==> src/rtl/fp_pkg.sv <==
// Shared floating-point field widths and state encoding for the adder datapath.
// The adder-side blocks and the result packer both import this package.
package fp_pkg;

    localparam int EXP_W  = 8;
    localparam int MANT_W = 24;
    localparam int WORD_W = EXP_W + MANT_W;

    localparam logic [EXP_W-1:0] EXP_MAX = {EXP_W{1'b1}};

    typedef enum logic [1:0] {
        IDLE = 2'd0,
        NORM = 2'd1,
        DONE = 2'd2
    } state_t;

endpackage

==> src/rtl/fp_norm_unit.sv <==
// Working mantissa shift-left register and exponent down-counter for serial normalisation.
// A shift moves the mantissa one place toward the hidden bit and decrements the exponent.
module fp_norm_unit
    import fp_pkg::*;
#(
    parameter int EXP_W  = fp_pkg::EXP_W,
    parameter int MANT_W = fp_pkg::MANT_W
) (
    input  logic              clk,
    input  logic              rst,
    input  logic              load,
    input  logic              shift_en,
    input  logic [EXP_W-1:0]  load_exp,
    input  logic [MANT_W-1:0] load_mant,
    output logic [EXP_W-1:0]  exp,
    output logic [MANT_W-1:0] mant,
    output logic              mant_zero,
    output logic              mant_msb,
    output logic              exp_zero,
    output logic              exp_max
);

    always_ff @(posedge clk or negedge rst) begin
        if (!rst) begin
            exp  <= '0;
            mant <= '0;
        end else if (load) begin
            exp  <= load_exp;
            mant <= load_mant;
        end else if (shift_en) begin
            exp  <= exp - 1'b1;
            mant <= {mant[MANT_W-2:0], 1'b0};
        end
    end

    assign mant_zero = (mant == '0);
    assign mant_msb  = mant[MANT_W-1];
    assign exp_zero  = (exp == '0);
    assign exp_max   = (exp == {EXP_W{1'b1}});

endmodule

==> src/rtl/fp_result_packer.sv <==
// Packs sign/exponent/mantissa fields from the FP adder into an IEEE-754 single word,
// normalising one bit per cycle and classifying zero, infinity and underflow.
module fp_result_packer
    import fp_pkg::*;
#(
    parameter int EXP_W  = fp_pkg::EXP_W,
    parameter int MANT_W = fp_pkg::MANT_W
) (
    input  logic                     clk,
    input  logic                     rst,
    input  logic                     in_valid,
    output logic                     in_ready,
    input  logic                     in_sign,
    input  logic [EXP_W-1:0]         in_exp,
    input  logic [MANT_W-1:0]        in_mant,
    output logic                     out_valid,
    input  logic                     out_ready,
    output logic [EXP_W+MANT_W-1:0]  out_word,
    output logic                     out_zero,
    output logic                     out_inf,
    output logic                     out_underflow
);

    localparam int PW = EXP_W + MANT_W;

    state_t              state_q, state_d;
    logic                sign_q;
    logic                load, shift_en, done_d;
    logic [PW-1:0]       word_d;
    logic                zero_d, inf_d, uf_d;
    logic [EXP_W-1:0]    w_exp;
    logic [MANT_W-1:0]   w_mant;
    logic                mant_zero, mant_msb, exp_zero, exp_max;

    fp_norm_unit #(
        .EXP_W  (EXP_W),
        .MANT_W (MANT_W)
    ) u_norm (
        .clk       (clk),
        .rst       (rst),
        .load      (load),
        .shift_en  (shift_en),
        .load_exp  (in_exp),
        .load_mant (in_mant),
        .exp       (w_exp),
        .mant      (w_mant),
        .mant_zero (mant_zero),
        .mant_msb  (mant_msb),
        .exp_zero  (exp_zero),
        .exp_max   (exp_max)
    );

    assign in_ready = (state_q == IDLE);

    // Priority order in NORM: zero, infinity, normalised, underflow, then shift.
    always_comb begin
        state_d  = state_q;
        load     = 1'b0;
        shift_en = 1'b0;
        done_d   = 1'b0;
        word_d   = '0;
        zero_d   = 1'b0;
        inf_d    = 1'b0;
        uf_d     = 1'b0;
        case (state_q)
            IDLE: begin
                if (in_valid) begin
                    load    = 1'b1;
                    state_d = NORM;
                end
            end
            NORM: begin
                done_d  = 1'b1;
                state_d = DONE;
                if (mant_zero) begin
                    word_d = {sign_q, {(PW-1){1'b0}}};
                    zero_d = 1'b1;
                end else if (exp_max) begin
                    word_d = {sign_q, {EXP_W{1'b1}}, {(MANT_W-1){1'b0}}};
                    inf_d  = 1'b1;
                end else if (mant_msb && !exp_zero) begin
                    word_d = {sign_q, w_exp, w_mant[MANT_W-2:0]};
                end else if (exp_zero) begin
                    word_d = {sign_q, {(PW-1){1'b0}}};
                    uf_d   = 1'b1;
                end else begin
                    done_d   = 1'b0;
                    shift_en = 1'b1;
                    state_d  = NORM;
                end
            end
            DONE: begin
                if (out_ready) state_d = IDLE;
            end
            default: state_d = IDLE;
        endcase
    end

    always_ff @(posedge clk or negedge rst) begin
        if (!rst) begin
            state_q <= IDLE;
            sign_q  <= 1'b0;
        end else begin
            state_q <= state_d;
            if (load) sign_q <= in_sign;
        end
    end

    // Result registers: written only on the terminal NORM cycle, held through backpressure.
    always_ff @(posedge clk or negedge rst) begin
        if (!rst) begin
            out_valid     <= 1'b0;
            out_word      <= '0;
            out_zero      <= 1'b0;
            out_inf       <= 1'b0;
            out_underflow <= 1'b0;
        end else if (done_d) begin
            out_valid     <= 1'b1;
            out_word      <= word_d;
            out_zero      <= zero_d;
            out_inf       <= inf_d;
            out_underflow <= uf_d;
        end else if (state_q == DONE && out_ready) begin
            out_valid     <= 1'b0;
        end
    end

endmodule

==> config.mk <==
export PLATFORM = sky130hd
export DESIGN_NAME = fp_result_packer
export DESIGN_NICKNAME = d
export VERILOG_FILES = /design/src/rtl/fp_pkg.sv /design/src/rtl/fp_norm_unit.sv /design/src/rtl/fp_result_packer.sv
export SDC_FILE = /design/constraint.sdc
export NUM_CORES = 1
export LEC_CHECK = 0
export CAP_MARGIN = 20
export CORE_MARGIN = 10
export CORE_UTILIZATION = 40
export CTS_BUF_LIST = sky130_fd_sc_hd__clkbuf_4 sky130_fd_sc_hd__clkbuf_8 sky130_fd_sc_hd__clkbuf_16
export DETAILED_ROUTE_END_ITERATION = 7
export PLACE_DENSITY = 0.69
export SYNTH_ARGS = -nofsm -noshare
export SYNTH_HDL_FRONTEND = slang
export SYNTH_SLANG_ARGS = --single-unit
export TNS_END_PERCENT = 5
==> constraint.sdc <==
create_clock -name clk -period 2.15 [get_ports clk]
set_input_delay 0.3225 -clock clk [delete_from_list [all_inputs] [get_ports clk]]
set_output_delay 0.3225 -clock clk [all_outputs]
set_load 0.02 [all_outputs]
==> summary.txt <==
Final layout
  • N_diodes: 0
  • Reg area: between 1500 and 2000 um^2
  • Multi-input logic area: between 1000 and 1500 um^2
  • Area Overhead vs Synth: 35.0%
  • Post-route cell area: roughly 4300 um^2
  • Share of layout cells above drive strength 1: between 10% and 20%
  • Core Util, Final: a little under three fifths
  • Fin nets: between 400 and 500
  • Layout fillers: between 700 and 800
  • Final Non-Filler Cells: between 400 and 500

Synth
  • Synth Register Bits: 71
  • Avg Synthesized Cell Area: 10.6 um^2
  • Mapped Area: roughly 3200 um^2
  • Post-synthesis cell count: 305
  • Synth top area share: between 50% and 60%
  • Cell taking the most area after synthesis: dfrtp_1
  • Yosys cell types: 38
  • Fraction of registers with async set/reset: 100%
  • Synth area leaders: dfrtp_1, a22o_1, nor2_1, nand2_1, a221oi_1
  • Count leader, synth: dfrtp_1
  • Most used DFF post-synth: dfrtp_1
  • Number of synthesized flops with an enable pin: 0
  • Register area share after synthesis: between 50% and 60%
  • Top cells by count, synth: dfrtp_1, nor2_1, nand2_1
  • Ys Warns: 0
  • Net Count, Synth: approximately 350

GRT
  • Met1 usage: between 20% and 30%
  • M2 GR Usage: between 20% and 30%
  • Met3 Use GR: 3.92%
  • First-pass GRT wire length: around 14000 um
  • GR peak layer: met2
  • Initial antenna violation count: 0
  • Total GRT Usage: between 10% and 20%
  • Global route total overflow: 0
  • Vias in the first global route: about 2800
  • Largest net degree at the start of global routing: between 50 and 60

Setup path
  • CP Launch Type: flip-flop
  • Crit path max fanout: 4
  • WS Path Type: flip-flop to flip-flop
  • Crit end category: flip-flop
  • Worst EP required: about 2.4 ns
  • Worst Path Arrival: between 2 and 2.5 ns

Clock tree
  • Post-CTS Setup Bufs: 0
  • Clock Tree Buf Depth: 2
  • CTS tree: yes
  • Worst-Skew Late Latency: 0.35 ns
  • Total CTS buffers: 9
  • Worst-path clk slew: 0.08 ns
  • Clock root cell: clkbuf_8
  • CTS sink cnt: just over 70
  • H-tree depth: 3

Detailed routing
  • Via Count: about 2700
  • Initial DRT Pass Iterations: 4
  • DRC: 0
  • WL per Instance: between 15 and 20 um
  • Vias per cell: 5.40
  • Routed Antenna Nets: 0
  • Drt total wl: ~8800 um
  • 1st-iter DRT viols: between 150 and 200

Flow run
  • Max cap viols: 0

Placement
  • PortBufs: 73
  • Dpl cells: 480
  • Post-DP Area: slightly above 4000 um^2
  • RD Place Congestion: 0.899
  • HPWL Detailed: between 6000 and 7000 um

Timing
  • Minimum clock period: 2.07 ns
  • Final Cycle Share: between 90% and 100%
  • # setup viols final: 0
  • Unrepaired setup endpoints after global routing: yes
  • Worst slew pin tran: ~0.5 ns
  • Relative slew slack: roughly 67%
  • Fmax achieved: a little under 500 MHz
  • Clk_skew: roughly 0.0083 ns
  • Max-slew violations: 0
  • Setup TNS: 0 ns
  • Final Hold Vio Count: 0

Floorplan
  • Die width: 110 um
  • Die area: between 10000 and 15000 um^2
  • Starting density of the core: 41.4%
  • Core Region: approximately 7800 um^2
  • Row count: 32
  • # IOs: 74
  • Chip height: around 110 um

Power and ir drop
  • Worst vdd ir: 710 uV
  • LEAKAGE: 1.83 nW
  • Power Dens Cells: 1530 nW/um^2
  • Final Power: 0.00666 W

Hold path
  • Worst hold path class: primary input to async pin

Run status
  • Status: completed
-- routing by layer --
| metal | vias up | routed length (um) |
|---|---|---|
| met3 | 8 | 590 |
| met2 | 78 | 3920 |
| met5 | - | 0 |
| met4 | 0 | 142 |
| li1 | 1276 | - |
| met1 | 1322 | 4100 |
-- kinds of logic (layout without fill, tap and decap cells) --
family | after synthesis | after routing | share of synthesized area [%]
simple gates | 107 | 107 | 16.0
compound gates | 83 | 83 | 18.6
flops | 71 | 71 | 55.2
buf+inv | 26 | 116 | 4.55
mux | 9 | 9 | 2.84
xor+xnor | 6 | 6 | 1.63
fa+ha+maj | 3 | 3 | 1.17
-- report_power, final --
group	total, W	switching (W)	internal, W
sequential	0.00253	0.000562	0.00197
combinational	0.00314	0.00160	0.00153
clock	0.000991	0.000534	0.000456
total	0.00666	0.00270	0.00396
-- critical path, cell delays in order, from the launching register on --
cell	delay, ns
dfrtp_1	0.42
inv_1	0.10
ha_1	0.19
nor3b_2	0.16
a21oi_2	0.20
inv_1	0.08
or3_4	0.41
nand2_4	0.09
mux2_1	0.31
-- stage by stage --
step                worst slack (ns)  hold WS (ns)
floorplan                      0.110        0.0269
global placement               0.195         0.302
global route               0.0000604         0.518
finish                        0.0805         0.484
detailed placement            0.0815         0.306
CTS                           0.0661         0.493
-- flip-flops by register name, indices dropped and copies added, names as in the netlist --
| name | count |
|---|---|
| out_word | 32 |
| u_norm.mant | 24 |
| u_norm.exp | 8 |
| state_q | 2 |
| out_inf | 1 |
| out_underflow | 1 |
| out_valid | 1 |
| out_zero | 1 |
| sign_q | 1 |
-- layout make-up --
class / instances / share of cell area [%]
timing repair buffer: 95 / 21.2
clock buffer: 10 / 3.17
clock inverter: 6 / 1.01
sequential: 71 / 40.9
tap: 102 / 2.94
inverter: 5 / 0.432
multi-input combinational: 208 / 30.3
-- final timing paths --
check,startpoint,endpoint,slack (ns),cells past startpoint
setup / recovery,u_norm.exp[0],out_word[31],0.08,8
hold / removal,rst,u_norm.exp[5],0.48,2
setup reg to reg,u_norm.exp[0],out_word[31],0.08,8
hold reg to reg,sign_q,sign_q,0.49,2
max in group asynchronous,rst,sign_q,1.03,3
min in group clk,sign_q,sign_q,0.49,2
-- placed cells by master (no fill, tap or decap), types with 8 or more instances in the layout --
master / instances
a221oi_1: 12
clkdlybuf4s50_1: 72
dfrtp_1: 71
a21oi_1: 14
nor2_1: 39
buf_4: 18
nand2_1: 33
o21ai_0: 18
clkbuf_8: 10
mux2i_1: 8
a22o_1: 26
nor4_1: 8
-- repair_timing --
action | 4_1_cts | 5_1_grt
hold buffers | 1 | 0
hold endpoints to repair | 19 | 0
gates resized for setup | 0 | 6
endpoints found under the setup margin | 0 | 22
No activity file was read; power rests on OpenSTA's default activity.
